[src/rtl/serial_subtractor_pkg.sv]
// -----------------------------------------------------------------------------
// sub_pkg
// Shared definitions for the bit-serial subtractor.
//   DEFAULT_WIDTH : default operand/result width in bits
//   state_t       : controller state encoding (IDLE=0, RUN=1, DONE=2)
//   signed_ovf()  : two's-complement overflow decode for a - b
// -----------------------------------------------------------------------------
package sub_pkg;

   localparam int DEFAULT_WIDTH = 8;

   typedef enum logic [1:0] {
      IDLE = 2'd0,
      RUN  = 2'd1,
      DONE = 2'd2
   } state_t;

   // Subtraction overflows only when the operands have opposite signs and the
   // result sign differs from the minuend sign. With same-sign operands the
   // extra borrow-in can at most reach the most negative value, which fits.
   function automatic logic signed_ovf(input logic a_msb,
                                       input logic b_msb,
                                       input logic dif_msb);
      return (a_msb != b_msb) && (dif_msb != a_msb);
   endfunction

endpackage

[src/rtl/serial_subtractor_fs_cell.sv]
// -----------------------------------------------------------------------------
// fs_cell
// Combinational 1-bit full subtractor.
//   a       : minuend bit
//   b       : subtrahend bit
//   bor_in  : borrow from the next-lower bit
//   dif     : difference bit, a - b - bor_in
//   bor_out : borrow into the next-higher bit
// -----------------------------------------------------------------------------
module fs_cell (
   input  logic a,
   input  logic b,
   input  logic bor_in,
   output logic dif,
   output logic bor_out
);

   logic a_xor_b;

   assign a_xor_b = a ^ b;
   assign dif     = a_xor_b ^ bor_in;
   // Borrow when b exceeds a outright, or when they are equal and a borrow
   // is already pending from below.
   assign bor_out = (~a & b) | (~a_xor_b & bor_in);

endmodule

[src/rtl/serial_subtractor.sv]
// -----------------------------------------------------------------------------
// serial_subtractor
// Bit-serial subtractor: computes in_a - in_b - in_bor one bit per clock,
// LSB first, through a single fs_cell. Ready/valid handshake on both sides.
//   clk        : clock, all state on rising edge
//   reset      : synchronous active-high reset
//   in_valid   : operand set valid
//   in_ready   : block idle and able to accept operands
//   in_a       : minuend        (WIDTH bits)
//   in_b       : subtrahend     (WIDTH bits)
//   in_bor     : borrow into bit 0
//   out_valid  : result valid
//   out_ready  : consumer takes the result
//   out_dif    : difference modulo 2^WIDTH
//   out_bor    : borrow out of the MSB (unsigned underflow)
//   out_ovf    : signed overflow
//   out_zero   : out_dif is zero
// Timing: accept edge, WIDTH edges of RUN, then DONE until handoff; a new
// operand can be taken every WIDTH+2 edges.
// -----------------------------------------------------------------------------
module serial_subtractor
   import sub_pkg::*;
#(
   parameter int WIDTH = DEFAULT_WIDTH
) (
   input  logic             clk,
   input  logic             reset,
   input  logic             in_valid,
   output logic             in_ready,
   input  logic [WIDTH-1:0] in_a,
   input  logic [WIDTH-1:0] in_b,
   input  logic             in_bor,
   output logic             out_valid,
   input  logic             out_ready,
   output logic [WIDTH-1:0] out_dif,
   output logic             out_bor,
   output logic             out_ovf,
   output logic             out_zero
);

   localparam int            CW       = $clog2(WIDTH) + 1;
   localparam logic [CW-1:0] LAST_BIT = CW'(WIDTH - 1);

   // Controller and datapath state
   state_t           state_reg;
   logic [CW-1:0]    cnt_reg;
   logic [WIDTH-1:0] a_reg;        // shifts right, current bit in [0]
   logic [WIDTH-1:0] b_reg;
   logic             a_msb_reg;    // operand signs kept for overflow decode
   logic             b_msb_reg;
   logic             bor_reg;      // borrow carried between bits
   logic [WIDTH-1:0] work_reg;     // partial difference, filled from MSB side

   // Result registers, held until the next operation completes
   logic [WIDTH-1:0] dif_reg;
   logic             bor_out_reg;
   logic             ovf_reg;
   logic             zero_reg;

   // Handshake flags, registered alongside the state
   logic             in_ready_reg;
   logic             out_valid_reg;

   // Cell interface and next-value helpers
   logic             cell_dif;
   logic             cell_bor;
   logic [WIDTH-1:0] work_next;
   logic             last_bit;

   fs_cell u_fs_cell (
      .a       (a_reg[0]),
      .b       (b_reg[0]),
      .bor_in  (bor_reg),
      .dif     (cell_dif),
      .bor_out (cell_bor)
   );

   // Each new bit enters at the top; after WIDTH shifts bit 0 of the result
   // has reached position 0, so the word ends up right-aligned.
   assign work_next = {cell_dif, work_reg[WIDTH-1:1]};
   assign last_bit  = (cnt_reg == LAST_BIT);

   always_ff @(posedge clk) begin
      if (reset) begin
         state_reg     <= IDLE;
         cnt_reg       <= '0;
         a_reg         <= '0;
         b_reg         <= '0;
         a_msb_reg     <= 1'b0;
         b_msb_reg     <= 1'b0;
         bor_reg       <= 1'b0;
         work_reg      <= '0;
         dif_reg       <= '0;
         bor_out_reg   <= 1'b0;
         ovf_reg       <= 1'b0;
         zero_reg      <= 1'b0;
         in_ready_reg  <= 1'b1;
         out_valid_reg <= 1'b0;
      end else begin
         case (state_reg)
            IDLE: begin
               if (in_valid) begin
                  a_reg        <= in_a;
                  b_reg        <= in_b;
                  a_msb_reg    <= in_a[WIDTH-1];
                  b_msb_reg    <= in_b[WIDTH-1];
                  bor_reg      <= in_bor;
                  cnt_reg      <= '0;
                  work_reg     <= '0;
                  state_reg    <= RUN;
                  in_ready_reg <= 1'b0;
               end
            end

            RUN: begin
               a_reg    <= {1'b0, a_reg[WIDTH-1:1]};
               b_reg    <= {1'b0, b_reg[WIDTH-1:1]};
               bor_reg  <= cell_bor;
               work_reg <= work_next;
               cnt_reg  <= cnt_reg + CW'(1);
               if (last_bit) begin
                  // work_next already holds the complete difference here,
                  // and cell_dif is its sign bit.
                  dif_reg       <= work_next;
                  bor_out_reg   <= cell_bor;
                  ovf_reg       <= signed_ovf(a_msb_reg, b_msb_reg, cell_dif);
                  zero_reg      <= ~|work_next;
                  state_reg     <= DONE;
                  out_valid_reg <= 1'b1;
               end
            end

            DONE: begin
               if (out_ready) begin
                  state_reg     <= IDLE;
                  out_valid_reg <= 1'b0;
                  in_ready_reg  <= 1'b1;
               end
            end

            default: begin
               state_reg     <= IDLE;
               out_valid_reg <= 1'b0;
               in_ready_reg  <= 1'b1;
            end
         endcase
      end
   end

   assign in_ready  = in_ready_reg;
   assign out_valid = out_valid_reg;
   assign out_dif   = dif_reg;
   assign out_bor   = bor_out_reg;
   assign out_ovf   = ovf_reg;
   assign out_zero  = zero_reg;

endmodule
[config.mk]
export PLATFORM = sky130hd
export DESIGN_NAME = serial_subtractor
export DESIGN_NICKNAME = d
export VERILOG_FILES = /design/src/rtl/serial_subtractor_pkg.sv /design/src/rtl/serial_subtractor_fs_cell.sv /design/src/rtl/serial_subtractor.sv
export SDC_FILE = /design/constraint.sdc
export NUM_CORES = 1
export LEC_CHECK = 0
export ABC_AREA = 1
export CAP_MARGIN = 20
export CORE_UTILIZATION = 47
export CTS_CLUSTER_DIAMETER = 100
export DETAILED_ROUTE_END_ITERATION = 10
export HOLD_SLACK_MARGIN = 0.06
export PLACE_DENSITY = 0.72
export SLEW_MARGIN = 25
export SYNTH_ARGS = -nofsm -noshare
export SYNTH_HDL_FRONTEND = slang
export SYNTH_SLANG_ARGS = --single-unit
export TNS_END_PERCENT = 20
[constraint.sdc]
create_clock -name clk -period 1.3 [get_ports clk]
set_input_delay 0.26 -clock clk [delete_from_list [all_inputs] [get_ports clk]]
set_output_delay 0.26 -clock clk [all_outputs]
set_load 0.05 [all_outputs]
==> results of run 1 <==
## cell type report
type                            instances  area, um^2
Timing Repair Buffer                   46         612
Inverter                               47         176
Sequential cell                        45         906
Clock buffer                            7        86.3
Multi-Input combinational cell        200         908
Tap cell                               50        62.6
Fill cell                             369        1340
## cell usage in the layout (no fill, tap or decap), drive strengths merged
master | netlist | layout
nand3 | 27 | 27
buf | 9 | 26
o21ai | 4 | 4
or2 | 1 | 1
ha | 1 | 1
nor2 | 51 | 51
nand2 | 90 | 90
a21oi | 24 | 24
fa | 2 | 2
clkdlybuf4s50 | 0 | 20
clkbuf | 3 | 7
dfxtp | 45 | 45
inv | 47 | 47
## power by group through the flow
stage / Clock (uW) / Sequential [uW] / Combinational [uW]
global placement: 0 / 1500 / 428
CTS: 893 / 1470 / 442
global route: 931 / 1480 / 504
detailed placement: 0 / 1510 / 432
finish: 862 / 1480 / 442
floorplan: 0 / 1510 / 256
## stage by stage
stage	TNS, ns	setup slack [ns]
6_report	-0.125	-0.0479
5_1_grt	-0.376	-0.168
4_1_cts	-0.161	-0.0629
3_5_place_dp	-2.26	-0.128
3_3_place_gp	-1.24	-0.0898
2_1_floorplan	0	0.00359
## routing by layer
metal	wire length (um)	up-vias	part of all wire [%]	GRT usage, %
met2	1890	38	47	32.8
met4	59	0	1.5	7.29
li1	-	993	-	-
met1	1890	822	47	24.6
met5	0	-	0	0
met3	173	4	4.3	5.74
## repair_timing
item / in CTS / in global routing
setup endpoints to repair: 3 / 13
pin swaps: 6 / 2
gates resized for setup: 6 / 5
## how the worst min path moves through the flow
stage                to  cells after the start
2_1_floorplan  a_reg[7]                      2
3_3_place_gp   b_reg[4]                      2
3_5_place_dp   b_reg[4]                      2
4_1_cts        b_reg[4]                      2
6_report       b_reg[5]                      2
5_1_grt        b_reg[5]                      2
## logic make-up after synthesis
group | synth area share (%)
buffers and inverters | 12.2
AO/OA/AOI/OAI | 7.08
AND/OR/NAND/NOR | 33.8
flip-flops | 44.3
adder cells (fa/ha/maj) | 2.58
## worst reg2reg max path, stage by stage (launching register included)
cell     delay, ns
dfxtp_2       0.33
buf_6         0.11
fa_1          0.48
or2_4         0.25
a21oi_2       0.11
==> qor.yml, run 1 <==
outcome:
  status: "finished with violations"
  violations: "negative setup slack"
worst_setup_path:
  startpoint_type: "flop"
  worstSetupEndpointType: "flop"
  reg2reg_depth: 4
  required_ns: 1.53
  reg2reg_from: "b_reg[0]"
  worstSetupPathType: "reg -> reg"
  crit_arrival_ns: 1.58
  slowest_delay_ns: 0.48
  path_depth: 4
  crit_chain: "buf_6 -> fa_1 -> or2_4 -> a21oi_2"
  path_buf_inv: 1
  crit_end: "work_reg[7]"
  startpoint: "b_reg[0]"
  critPathTopFamily: "adder cells"
  r2r-end: "work_reg[7]"
  critPathSlowestCell: "fa_1"
  crit_fanout: 3
  r2r_setup_slack_ns: -0.05
cells_and_area:
  drive_gt1_share_pct: 13.6
  synthToLayoutAreaGrowth_pct: 35.3
  fin_nets: 369
  final_util_pct: 67.3
  design_area_mm2: 0.00275
  instances_no_fill: 395
  num_antenna_cells: 0
sta:
  finalCritPeriodShare_pct: 104
  finalSetupViolCount: 3
  fin_hold_ws_ns: 0.452
  period_needed_ns: 1.35
  slew_violations: 0
  hold_viol_final: 0
  skew_ns: 0.00609
  setup_slack_ns: -0.0479
  rsz0062_at_grt: "true"
  max_slew_margin_pct: 84.4
  worst_slew_pin_slew_ns: 0.235
  max_clock_freq_mhz: 742
die:
  core_mm2: 0.00409
  start_util_pct: 49.8
  num_io_pins: 34
  rows: 23
  die_w_um: 67.8
  dieArea_mm2: 0.00459
  fp.dieH_um: 67.8
detailed_routing:
  viasPerCell: 4.70
  ant_nets: 0
  post-route-drc-count: 0
  drtIter0Drc: 122
  post_drt_wl_per_cell_um: 10.2
  dr.pass1.iters: 4
  routed_wl_um: 4020
  dr_total_vias: 1857
synth:
  yosys_warnings: 0
  ys_ff_latch: 45
  synth_edf_count: 0
  yosys.area.top_type: "dfxtp_1"
  ys.flop_type: "dfxtp_1"
  yosys-top-cells-count: "nand2_1 (90), nor2_1 (48), inv_1 (46)"
  async_flop_share_pct: 0
  netlist_area_mm2: 0.00203
  syn_nets: 328
  syn_avg_cell_area_um2: 6.69
  synthMostInstantiatedCell: "nand2_1"
  synth_seq_area_share_pct: 44.3
  synthDistinctLibCells: 19
  yosys-top-cells-area: "dfxtp_1 (44%), nand2_1 (17%), nor2_1 (8.9%), inv_1 (8.5%), nand3_1 (6.6%)"
  syn_inst: 304
  synth_top_area_share_pct: 44.3
clocking:
  holdBufCountCts: 0
  numCtsBuffers: 5
  path_clk_slew_ns: 0.08
  cts_tree: "built"
  clkSinkCount: 45
  h-tree-depth: 2
  cts-root-buf: "clkbuf_8"
  insertion_delay_ns: 0.30
  cts_max_path_buffers: 2
  post-cts-setup-buffer-count: 0
power:
  p_switching_uw: 705
  ir_worst_vdd_mv: 0.811
  power.density_mw_per_mm2: 1010
  seqPwrFrac_pct: 53.1
  clkPwrFrac_pct: 31.0
  power_uw: 2780
  p_leak_uw: 0.00122
  pwr-share-comb_pct: 15.9
  internal_power_uw: 2080
  p_sw_share_pct: 25.4
run:
  cap_viol_max_count: 0
placement:
  gp_congestion: 0.799
  placed_cell_area_mm2: 0.00263
  portBuffers: 33
  dp_hpwl_um: 2920
  dp_cells: 388
grt:
  grt_first_pass_wirelength_um: 6840
  track_usage_pct: 19.9
  antenna_found_initial: 0
  overflow: 0
  grt_max_degree: 21
  grt_pass1_vias: 1636
min_path:
  hold_path.startpoint: "b_reg[5]"
  hold_path.class: "reg -> reg"
Note: power is estimated with default switching activity, not from simulation.
==> run 2: changes to the inputs <==
--- a/config.mk
+++ b/config.mk
@@ -6,9 +6,9 @@
 export NUM_CORES = 1
 export LEC_CHECK = 0
 export ABC_AREA = 1
-export CAP_MARGIN = 20
 export CORE_UTILIZATION = 47
 export CTS_CLUSTER_DIAMETER = 100
+export CTS_CLUSTER_SIZE = 10
 export DETAILED_ROUTE_END_ITERATION = 10
 export HOLD_SLACK_MARGIN = 0.06
 export PLACE_DENSITY = 0.72
==> results of run 2 <==
No change in the layout: final DEF, timing and power equal those of run 1.
